[src/rtl/prog_counter.sv]
// Programmable up/down counter with load, wrap limit, saturate mode and step prescaler.
// Emits a one-cycle tick per step and a terminal-count pulse when a bound is hit.
module prog_counter #(
  parameter int WIDTH      = 8,
  parameter int PRESCALE_W = 4
) (
  input  logic                  clk,
  input  logic                  rst_n,
  input  logic                  en,
  input  logic                  up,
  input  logic                  sat,
  input  logic                  load,
  input  logic [WIDTH-1:0]      load_val,
  input  logic [WIDTH-1:0]      limit,
  input  logic [PRESCALE_W-1:0] prescale,
  output logic [WIDTH-1:0]      count,
  output logic                  tick,
  output logic                  tc
);

  logic [PRESCALE_W-1:0] pcnt;
  logic                  step;
  logic [WIDTH-1:0]      step_count;
  logic                  step_tc;
  logic [WIDTH-1:0]      load_clamped;

  // NOTE: every always_comb output gets a default first so no path can infer a latch.
  always_comb begin
    step         = (pcnt >= prescale);
    step_count   = count;
    step_tc      = 1'b0;
    load_clamped = (load_val > limit) ? limit : load_val;
    if (up) begin
      if (count >= limit) begin
        step_count = sat ? limit : '0;
        step_tc    = 1'b1;
      end else begin
        step_count = count + 1'b1;
      end
    end else begin
      // A count stranded above a freshly lowered limit snaps back without a tc pulse.
      if (count > limit) begin
        step_count = limit;
      end else if (count == '0) begin
        step_count = sat ? '0 : limit;
        step_tc    = 1'b1;
      end else begin
        step_count = count - 1'b1;
      end
    end
  end

  // NOTE: sequential state uses non-blocking assignments so all registers update from pre-edge values.
  always_ff @(posedge clk or negedge rst_n) begin
    if (!rst_n) begin
      count <= '0;
      pcnt  <= '0;
      tick  <= 1'b0;
      tc    <= 1'b0;
    end else if (load) begin
      count <= load_clamped;
      pcnt  <= '0;
      tick  <= 1'b0;
      tc    <= 1'b0;
    end else if (en) begin
      if (step) begin
        count <= step_count;
        pcnt  <= '0;
        tick  <= 1'b1;
        tc    <= step_tc;
      end else begin
        pcnt  <= pcnt + 1'b1;
        tick  <= 1'b0;
        tc    <= 1'b0;
      end
    end else begin
      tick <= 1'b0;
      tc   <= 1'b0;
    end
  end

endmodule

[config.mk]
export PLATFORM = sky130hd
export DESIGN_NAME = prog_counter
export DESIGN_NICKNAME = d
export VERILOG_FILES = /design/src/rtl/prog_counter.sv
export SDC_FILE = /design/constraint.sdc
export NUM_CORES = 1
export LEC_CHECK = 0
export ABC_AREA = 1
export CAP_MARGIN = 5
export CORE_ASPECT_RATIO = 1.5
export CORE_MARGIN = 2
export CORE_UTILIZATION = 38
export CTS_CLUSTER_DIAMETER = 200
export DETAILED_ROUTE_END_ITERATION = 16
export GPL_TIMING_DRIVEN = 0
export HOLD_SLACK_MARGIN = 0.06
export PLACE_DENSITY = 0.58
export SLEW_MARGIN = 20
export SYNTH_ARGS = -nofsm -noshare
export SYNTH_HDL_FRONTEND = slang
export SYNTH_SLANG_ARGS = --single-unit
[constraint.sdc]
create_clock -name clk -period 2.2 [get_ports clk]
set_clock_uncertainty 0.05 [all_clocks]
set_input_delay 0.44 -clock clk [delete_from_list [all_inputs] [get_ports clk]]
set_output_delay 0.44 -clock clk [all_outputs]
set_load 0.03 [all_outputs]
==> results.cfg <==
[sta]
worstMarginPinSlew_ns = 0.652
finalCriticalPeriod_ns = 2.05
min_period_over_period_pct = 93.3
fmax_ghz = 0.487
whs_ns = 0.391
slew_headroom_pct = 56.4
setup_tns_ns = 0
hold_viol_final = 0
slew_violations = 0
rsz0062_at_grt = true
final-setup-viol-count = 0

[detailed_routing]
wl_mm = 5.67
first_pass_iters = 4
vias_per_cell = 4.99
wl_per_cell_um = 13.4
first_iter_violations = 85
wl_met1_mm = 2.20
top_layer_used = met4
met2_wirelength_mm = 3.18
wl_met3_um = 100
ant_nets = 0
vias = 2109
drc = 0

[worst_setup_path]
crit_path_max_fanout = 3
crit_top_cell = nand2_1
critPathCaptureType = register
path_buf_inv = 1
reg2reg_depth = 11
path_cells = clkdlybuf4s50_1 -> ha_1 -> nand2_1 -> nor2_2 -> nand2_1 -> nand2_2 -> nand2_2 -> or2_2 -> a22oi_1 -> nand2_1
path_class = in2reg
crit_family = simple AND/OR/NAND/NOR gates
worstPathArrival_ns = 2.14
crit_slowest_cell = clkdlybuf4s50_1
critical_path.max_stage_delay_ns = 0.43
worstPathRequired_ns = 2.29
reg2reg_setup_slack_ns = 0.18
cp-start-kind = input pin
r2r-start = count[7]$_DFFE_PN0P_
r2r_end = count[3]$_DFFE_PN0P_

[power_and_ir_drop]
leakage_nw = 1.35
power.share.switching_pct = 46.5
pwr-share-clk_pct = 13.5
seqPwrFrac_pct = 22.3
vdd_ir_drop_max_mv = 0.402
pwr-share-comb_pct = 64.2
p_switching_uw = 736
internal_power_uw = 846
power.density_nw_per_um2 = 594

[finish]
nFillCells = 554
antennaDiodeCount = 0
multiInputGateArea_um2 = 1540
regArea_um2 = 350
syn2layout_area_growth_pct = 29.2
finish.net_count = 407
layout-drive-gt1-share_pct = 17.7

[status]
status = finished clean

[clock_tree]
cts_buffers = 3
cts_tree = yes
clock_latency_ns = 0.25
cts_root_buf = clkbuf_8
cts.clk_slew.worst_paths_ns = 0.06
cts_max_level = 1
cts_hold_buf = 0
cts.sinks = 14
clockBufferDepth = 2

[yosys]
synthCells = 310
yosys.area_share.simple_pct = 37.9
yosys.area_share.xor_xnor_pct = 4.67
synth_fa_ha_area_share_pct = 14.6
synthDistinctLibCells = 37
synth.area.mux_share_pct = 0
ys_ff_latch = 14
ys_seq_area_share_pct = 17.0
syn_area_per_cell_um2 = 6.65
synth_area_um2 = 2060
yosysWarnings = 0
synth_top_family_by_area = simple AND/OR/NAND/NOR gates
synth.net_count = 360
synth_compound_area_share_pct = 14.1

[grt]
grt_pass1_wl_mm = 9.39
grt_pass1_vias = 2075
grt_start_max_net_pins = 15
track_usage_pct = 19.8
grt-ovfl-total = 0
antenna_found_initial = 0

[die]
chipHeight_um = 94.2
start_util_pct = 39.6
ios = 36
coreArea_um2 = 5200
dieArea_um2 = 6040
die_w_um = 64.1
rows = 32

[placement]
place_hpwl_mm = 4.60
gp_congestion = 0.874
io_buffers = 32

[worst_hold_path]
hp-start = load
min_to = tick$_DFF_PN0_
whs_path_depth = 2
hp-class = in2reg

[flow_run]
max-cap-violations = 0
## repair_timing
action	CTS	global route
gates resized for setup	24	15
gates cloned	2	0
setup endpoints to repair	9	9
pin swaps	8	10
buffers inserted	6	2
## stage by stage
stage / setup slack, ns / instance area [um^2] / total power, mW / util, % / instances
3_3_place_gp: -0.474 / 2470 / 1.29 / 47.4 / 410
6_report: 0.148 / 2670 / 1.58 / 51.2 / 423
3_5_place_dp: -0.478 / 2470 / 1.29 / 47.4 / 410
4_1_cts: 0.0156 / 2590 / 1.57 / 49.8 / 421
5_1_grt: -0.00258 / 2670 / 1.72 / 51.2 / 423
2_1_floorplan: 0.183 / 2060 / 1.02 / - / 310
## cell usage in the layout (no fill, tap or decap), drive strengths merged
cell type,instances
nand3,28
inv,40
a21o,2
and2,1
buf,19
xnor2,4
clkdlybuf4s50,23
ha,24
nor3,3
o21ai,19
dlymetal6s2s,2
o21bai,1
a21oi,14
dlygate4sd2,6
o31ai,1
nand4,7
clkbuf,4
dfrtp,14
clkdlybuf4s15,1
nor2,22
or2,2
a22oi,6
nand2,99
xor2,7
o211ai,2
o22ai,2
nand3b,1
o32ai,1
## how the worst max path moves through the flow
| stage | to | depth (start not counted) | startpoint | slack (ns) |
|---|---|---|---|---|
| detailed placement | count[5]$_DFFE_PN0P_ | 13 | limit[7] | -0.48 |
| finish | count[0]$_DFFE_PN0P_ | 10 | load_val[6] | 0.15 |
| floorplan | count[5]$_DFFE_PN0P_ | 9 | count[7]$_DFFE_PN0P_ | 0.18 |
| global placement | count[5]$_DFFE_PN0P_ | 13 | limit[7] | -0.47 |
| global route | count[5]$_DFFE_PN0P_ | 14 | limit[3] | -0.003 |
| CTS | count[3]$_DFFE_PN0P_ | 16 | limit[0] | 0.02 |
## area by class of cell
class / count / area share, %
inverter: 40 / 5.63
sequential: 14 / 13.1
buffer: 10 / 3.57
tap: 68 / 3.19
timing repair buffer: 42 / 15.0
multi-input combinational: 246 / 57.9
clock buffer: 3 / 1.55
## routing by layer
layer / global-route usage, % / vias to the layer above
met5: 0 / -
met4: 9.40 / 0
met1: 21.3 / 950
met3: 0.719 / 14
li1: - / 1108
met2: 38.8 / 37
## sequential cells by signal, summed over array words and instances (netlist names)
signal,count
tc,1
count,8
pcnt,4
tick,1
## cell usage after synthesis, drive strengths merged
library cell	n	area, um^2
xor2	7	61.3
inv	40	150
o211ai	2	15.0
o22ai	2	12.5
buf	9	87.6
nand4	7	58.8
o21bai	1	7.51
clkbuf	1	3.75
nor3	3	15.0
nand2	99	399
or2	2	12.5
and2	1	7.51
o32ai	1	8.76
nor2	22	124
ha	24	300
xnor2	4	35.0
nand3	28	158
a21o	2	15.0
a21oi	14	81.3
a22oi	6	45.0
o21ai	19	98.8
dfrtp	14	350
nand3b	1	7.51
o31ai	1	7.51
## worst reg2reg max path, cell delays in order, from the launching register on
cell	delay, ns
dfrtp_1	0.48
ha_4	0.32
nand2_2	0.08
nor2_4	0.19
nand4_4	0.16
nand2_4	0.15
buf_6	0.13
nand2_1	0.06
nand3_1	0.07
nand2_1	0.08
nand2_1	0.09
a21oi_2	0.05
## kinds of logic after synthesis
kind of cell	count (synthesis)
compound gates	48
xor+xnor	11
fa+ha+maj	24
buf+inv	50
flops	14
simple gates	163
## power groups by stage
stage | clock [mW] | sequential (mW) | combinational, mW
after floorplan | 0 | 0.394 | 0.629
after global placement | 0 | 0.356 | 0.933
final | 0.214 | 0.352 | 1.02
after global routing | 0.223 | 0.360 | 1.13
after detailed placement | 0 | 0.355 | 0.938
after CTS | 0.218 | 0.352 | 1.00
(Power assumes the default switching activity.)
